### config.mk
export PLATFORM = sky130hd
export DESIGN_NAME = wr_arbiter
export DESIGN_NICKNAME = d
export VERILOG_FILES = /design/src/rtl/wr_arbiter.sv
export SDC_FILE = /design/constraint.sdc
export NUM_CORES = 1
export LEC_CHECK = 0
export ABC_AREA = 1
export CAP_MARGIN = 10
export CELL_PAD_IN_SITES_DETAIL_PLACEMENT = 1
export CELL_PAD_IN_SITES_GLOBAL_PLACEMENT = 1
export CORE_MARGIN = 4
export CORE_UTILIZATION = 46
export DETAILED_ROUTE_END_ITERATION = 8
export HOLD_SLACK_MARGIN = 0.06
export PLACE_DENSITY_LB_ADDON = 0.25
export SYNTH_ARGS = -nofsm -noshare
export SYNTH_HDL_FRONTEND = slang
export SYNTH_SLANG_ARGS = --single-unit
### constraint.sdc
create_clock -name clk -period 4.3 [get_ports clk]
set_input_delay 0.43 -clock clk [delete_from_list [all_inputs] [get_ports clk]]
set_output_delay 0.43 -clock clk [all_outputs]
set_load 0.005 [all_outputs]
### src/rtl/wr_arbiter.sv
// wr_arbiter: merges CPU writes with FIFO-buffered debug writes onto one registered memory write port
module wr_arbiter #(
  parameter int DEPTH_LOG2 = 2
) (
  input  logic                  clk,
  input  logic                  reset,
  input  logic                  dbg_we_i,
  input  logic [15:0]           dbg_waddr_i,
  input  logic [15:0]           dbg_wdata_i,
  input  logic                  cpu_we_i,
  input  logic [15:0]           cpu_waddr_i,
  input  logic [15:0]           cpu_wdata_i,
  input  logic                  dbg_ovf_clr_i,
  output logic                  mem_we_o,
  output logic [15:0]           mem_waddr_o,
  output logic [15:0]           mem_wdata_o,
  output logic [DEPTH_LOG2:0]   dbg_count_o,
  output logic                  dbg_full_o,
  output logic                  dbg_ovf_o
);
  localparam int DEPTH = 1 << DEPTH_LOG2;
  logic [31:0]           fifo [DEPTH];
  logic [DEPTH_LOG2-1:0] rd_ptr, wr_ptr;
  logic [DEPTH_LOG2:0]   count;
  logic                  full, pop, push, drop;
  assign full        = count == (DEPTH_LOG2+1)'(DEPTH);
  assign pop         = !cpu_we_i && count != '0;
  assign push        = dbg_we_i && (!full || pop);
  assign drop        = dbg_we_i && full && !pop;
  assign dbg_count_o = count;
  assign dbg_full_o  = full;
  // FIFO storage needs no reset; stale entries are unreachable once the pointers clear
  always_ff @(posedge clk)
    if (push && !reset) fifo[wr_ptr] <= {dbg_waddr_i, dbg_wdata_i};
  // occupancy and wrap-around pointers; a full FIFO may still accept a push when it pops the same cycle
  always_ff @(posedge clk) begin
    if (reset) begin
      count  <= '0;
      rd_ptr <= '0;
      wr_ptr <= '0;
    end else begin
      count  <= (push && !pop) ? count + (DEPTH_LOG2+1)'(1) :
                (pop && !push) ? count - (DEPTH_LOG2+1)'(1) : count;
      rd_ptr <= pop  ? rd_ptr + DEPTH_LOG2'(1) : rd_ptr;
      wr_ptr <= push ? wr_ptr + DEPTH_LOG2'(1) : wr_ptr;
    end
  end
  // merged write port: CPU always wins, otherwise the FIFO head drains; address/data hold when idle
  always_ff @(posedge clk) begin
    if (reset) begin
      mem_we_o    <= 1'b0;
      mem_waddr_o <= '0;
      mem_wdata_o <= '0;
    end else begin
      mem_we_o    <= cpu_we_i || pop;
      mem_waddr_o <= cpu_we_i ? cpu_waddr_i : pop ? fifo[rd_ptr][31:16] : mem_waddr_o;
      mem_wdata_o <= cpu_we_i ? cpu_wdata_i : pop ? fifo[rd_ptr][15:0]  : mem_wdata_o;
    end
  end
  // sticky overflow flag; a drop in the same cycle as a clear keeps it set
  always_ff @(posedge clk)
    if (reset) dbg_ovf_o <= 1'b0;
    else dbg_ovf_o <= drop ? 1'b1 : dbg_ovf_clr_i ? 1'b0 : dbg_ovf_o;
endmodule
After elaboration in Yosys (flattened, before gate mapping)
Memories as Yosys holds them, arrays and structs flattened. A register that Yosys moved wholly into a read port is not among the register bits.
Index checks and enable logic that the tools add are counted.
W data, S select, Z words.
{ "classes": {"add_sub_neg": 4, "eq_ne": 1, "n_mux": 12, "reduce_logical": 18} }
{ "op_table": {"columns": ["op", "count"], "rows": [
  ["$mux W16", 4],
  ["$logic_and A1 B1 Y1", 7],
  ["$mux W3", 2],
  ["$reduce_bool A2 Y1", 3],
  ["$logic_not A1 Y1", 5],
  ["$add A2 B1 Y2 const B", 2],
  ["$mux W1", 4],
  ["$mux W2", 2],
  ["$add A3 B1 Y3 const B", 1],
  ["$eq A3 B3 Y1 const B", 1],
  ["$reduce_bool A3 Y1", 1],
  ["$sub A3 B1 Y3 const B", 1],
  ["$logic_or A1 B1 Y1", 2]
]} }
{ "word_totals": {"regBits": 41, "ramBits": 128, "in_bits": 69, "word_cells": 43, "n_memories": 1} }
{ "memory_table": {"columns": ["name", "depth", "word_bits", "read_ports", "rd_ports_with_merged_regs", "wr", "line_no", "source"], "rows": [
  ["fifo", 4, 32, 1, 1, 1, "22", "logic [31:0] fifo [DEPTH];"]
]} }

Depth between registers and ports, before layout
{ "logic_depth": {"ltp_word": 8, "depth_mapped": 12} }

Worst setup path before layout
Ideal clock, no wire load.
{ "synth_timing": {"path_kind": "input-to-reg", "start": "input port cpu_we_i", "end": "memory fifo[0][0] (enable)", "setup_time_ps": 421, "arrival_ps": 2258, "required_ps": 3879, "path_slack_ps": 1621, "cell_stages": 6, "n_path_buf": 1, "cell_sequence": "buf_6 -> nand3_1 -> nand2_1 -> inv_1 -> nand2_1 -> nor2_1"} }
{ "synth_between": {"elab_chain_cells": 7} }
{ "synth_rtl": {"columns": ["item", "line_no", "source"], "rows": [
  ["start, declared", "10", "input logic cpu_we_i,"],
  ["$logic_not A1 Y1", "27", "assign pop = !cpu_we_i && count != '0;"],
  ["$logic_and A1 B1 Y1", "27", null],
  ["$logic_or A1 B1 Y1", "28", "assign push = dbg_we_i && (!full || pop);"],
  ["$logic_and A1 B1 Y1", "28", null],
  ["$logic_and A1 B1 Y1", "34", "if (push && !reset) fifo[wr_ptr] <= {dbg_waddr_i, dbg_wdata_i};"],
  ["$mux W1", "34", null],
  ["$mux W1 (not written as such)", "34", null],
  ["end, declared", "22", null]
]} }
Every way passes these cells.

Worst setup path in the final report
{ "layout_timing": {"start": "input port cpu_we_i", "end": "register count[2], in the netlist dbg_count_o[2]"} }
{ "layout_between": {"elab_chain_cells": 7, "word_cells_on_any_way": 10, "classes_between": "mux: 1; reduce/logical: 9"} }
{ "layout_rtl": {"columns": ["item", "line_no", "source"], "rows": [
  ["$logic_not A1 Y1 *", "27", null],
  ["$logic_and A1 B1 Y1 *", "27", null],
  ["$logic_or A1 B1 Y1", "28", null],
  ["$logic_and A1 B1 Y1", "28", null],
  ["$logic_not A1 Y1", "43", "(pop && !push) ? count - (DEPTH_LOG2+1)'(1) : count;"],
  ["$logic_and A1 B1 Y1", "43", null],
  ["$reduce_bool A2 Y1 (no source line)", null, null],
  ["end signal, assigned", "42", "count <= (push && !pop) ? count + (DEPTH_LOG2+1)'(1) :"],
  ["end, declared", "24", "logic [DEPTH_LOG2:0] count;"]
]} }
Mark *: on every way between the ends. The rest lies on a longest branch, timed or not.
A chain may end at the register's enable or synchronous reset.

==> summary.txt <==
Rel. slew slack: 24.5%
Fin crit period: 2520 ps
Power density cells: 557 nW/um^2
Clk buf depth: 2
Die height: 132 um
Setup crit end kind: register
Cell taking the most area after synthesis: edfxtp_1
Initial core utilization: 46.8%
Critical Path RT: 4630 ps
Fillers: 1,602
Worst skew pair latency: 430 ps
RSZ-0062 raised after global routing: false
Clk sinks: 171
Number of post-CTS setup repair buffers: 0
Setup CP Type: in -> reg
Syn_nets: 737
Wire length per cell: 18.8 um
Hold path depth: 2
Outcome: finished clean
Mapped Area: 7100 sq um
Worst Hold Launch: dbg_ovf_o$_SDFFE_PP0P_
Worst-path clk slew: 60 ps
Core box area: 15,100 sq um
Worst R2R End: fifo[0][31]$_DFFE_PP_
Startpoint Class: primary input
Slew @ Worst Pin: 1130 ps
Die width: 132 um
Initial antenna violation count: 0
Vias per std cell: 5.22
Yosys reg bits: 171
First-pass iteration count of the detailed router: 5
I/O Pins: 107
P_sw: 1460 uW
H-tree depth: 4
R2R depth: 6
Cell variety after synth: 26
Total CTS buffers: 17
CTS tree: done
Syn avg cell area: 10.7 sq um
Hpwl dp: 10,500 um
Sequential fraction of the synthesis area: 66.3%
IO buf count: 106
Global route overflow: 0
Final period util: 58.5%
Root Buffer: clkbuf_16
Final Slew Violations: 0
Final setup skew: 9.26 ps
Via count: 4,971
Cells after Synth: 662
WHS Endpoint: dbg_ovf_o$_SDFFE_PP0P_
Fmax: 397 MHz
Final setup vio count: 0
GRT Util Overall: 21.0%
Final core area utilization: 58.7%
Seq. cell area: 4710 sq um
Pin count of the biggest net entering global routing: 66
Top-area cell type share of the netlist area: 54.2%
Setup TNS Final: 0 ps
Proportion of layout cells with a drive suffix above 1: 16.5%
# DRC: 0
Peak supply drop: 0.361 mV
Vias in the first global route: 5,474
Yosys warns: 0
Reg-to-reg critical path startpoint: dbg_count_o[0]$_SDFFE_PP0P_
Clock power frac: 32.8%
Placer congestion estimate: 0.722
Internal power: 3490 uW
Power after layout: 4950 uW
Final WL: 17,900 um
Hold buffers post-CTS: 0
Cell leakage power: 0.00338 uW
Max Cap Viol: 0
Routed Antenna Nets: 0
Post-CTS Resized: 0
Most frequent cells in the layout: nand2_1 (180), edfxtp_1 (128), clkdlybuf4s50_1 (105)
Num rows: 45
First-pass GRT wire length: 28,700 um
Sequential share of power: 41.9%
Commonest non-fill, non-tap cell in the layout: nand2_1
Die area: 17,500 sq um
Path category of the worst min-delay check: reg -> reg
Synth top area cells: edfxtp_1 (54%), dfxtp_1 (12%), nand2_1 (9.5%)
Sw Share: 29.4%
Critical Path AT: 2840 ps
DRT iter0 DRCs: 302
Diodes inserted: 0
Flop-to-flop setup slack: 1850 ps
Fin. Hold Viols: 0
CP Max Fanout: 35
Logic pwr share: 25.3%
Multi-input gate area: 2020 sq um
Final #Nets: 827
Area grow syn2layout: 25.4%
-- power by group through the flow --
stage          Combinational (uW)  Clock (uW)  Sequential [uW]
2_1_floorplan                 775           0             2080
3_3_place_gp                 1180           0             2100
3_5_place_dp                 1240           0             2110
4_1_cts                      1260        1640             2080
5_1_grt                      1400        1710             2100
6_report                     1250        1620             2080
-- worst max-delay path by stage --
stage / start / depth (start not counted) / endpoint
final: cpu_we_i / 11 / dbg_count_o[2]$_SDFFE_PP0P_
after global routing: cpu_we_i / 10 / dbg_count_o[2]$_SDFFE_PP0P_
after CTS: register / 4 / mem_wdata_o[6]$_SDFFE_PP0P_
after detailed placement: cpu_we_i / 11 / dbg_count_o[2]$_SDFFE_PP0P_
after global placement: cpu_we_i / 11 / dbg_count_o[2]$_SDFFE_PP0P_
after floorplan: cpu_we_i / 6 / fifo[0][0]$_DFFE_PP_
-- registers in the layout, summed over array words and instances (netlist names), named ones only --
| signal | cells |
|---|---|
| wr_ptr | 2 |
| rd_ptr | 2 |
| mem_wdata_o | 16 |
| mem_we_o | 1 |
| mem_waddr_o | 16 |
| dbg_ovf_o | 1 |
| dbg_count_o | 3 |
| fifo | 128 |
-- critical path, stage by stage --
cell and delay (ps):
buf_2 610, inv_4 380, nand2_1 240, ha_1 160
inv_1 70, fa_1 380, or2_2 320, nand3_1 70
nand2_1 60, inv_1 50, nor2_1 40
-- through the flow --
| stage | cells | worst slack [ps] | cell area, sq um | hold slack [ps] |
|---|---|---|---|---|
| after floorplan | 662 | 1620 | 7100 | 454 |
| after global placement | 920 | 1430 | 8220 | 457 |
| after detailed placement | 920 | 1300 | 8220 | 461 |
| after CTS | 952 | 1770 | 8870 | 476 |
| after global routing | 953 | 1590 | 8890 | 508 |
| final | 953 | 1780 | 8890 | 478 |
-- cell usage after synthesis --
cell type	n
a21oi_1	7
a21oi_2	27
buf_2	18
buf_4	1
buf_6	7
clkbuf_1	12
dfxtp_1	43
edfxtp_1	128
fa_1	1
ha_1	5
inv_1	20
inv_2	29
inv_4	1
nand2_1	180
nand2_2	27
nand3_1	100
nand3_2	1
nand3b_1	1
nand4_1	1
nor2_1	15
nor2_2	1
nor3_1	1
o21ai_0	10
o21ai_1	23
or2_2	1
xor2_1	2
-- per-layer routing --
metal	vias to the layer above	GRT usage (%)	wire length [um]
met5	-	0	0
met4	0	7.45	208
met3	10	4.08	671
met2	116	38.2	9700
met1	2440	24.7	7280
li1	2405	-	-
-- layout make-up --
type | instances | area share [%]
Sequential cell | 171 | 52.9
Multi-Input combinational cell | 403 | 22.7
Timing Repair Buffer | 109 | 12.4
Clock buffer | 30 | 6.84
Tap cell | 188 | 2.64
Inverter | 50 | 2.14
Clock inverter | 2 | 0.436
-- cell families after synthesis --
| logic type | count (synthesis) | share of synthesized area, % |
|---|---|---|
| adders and majority gates | 6 | 1.16 |
| DFF | 171 | 66.3 |
| xor gates and xnor gates | 2 | 0.247 |
| buffers and inverters | 88 | 5.80 |
| and+or+nand+nor | 328 | 20.3 |
| AOI/OAI and AO/OA | 67 | 6.15 |
Note: power is estimated with default switching activity, not from simulation.
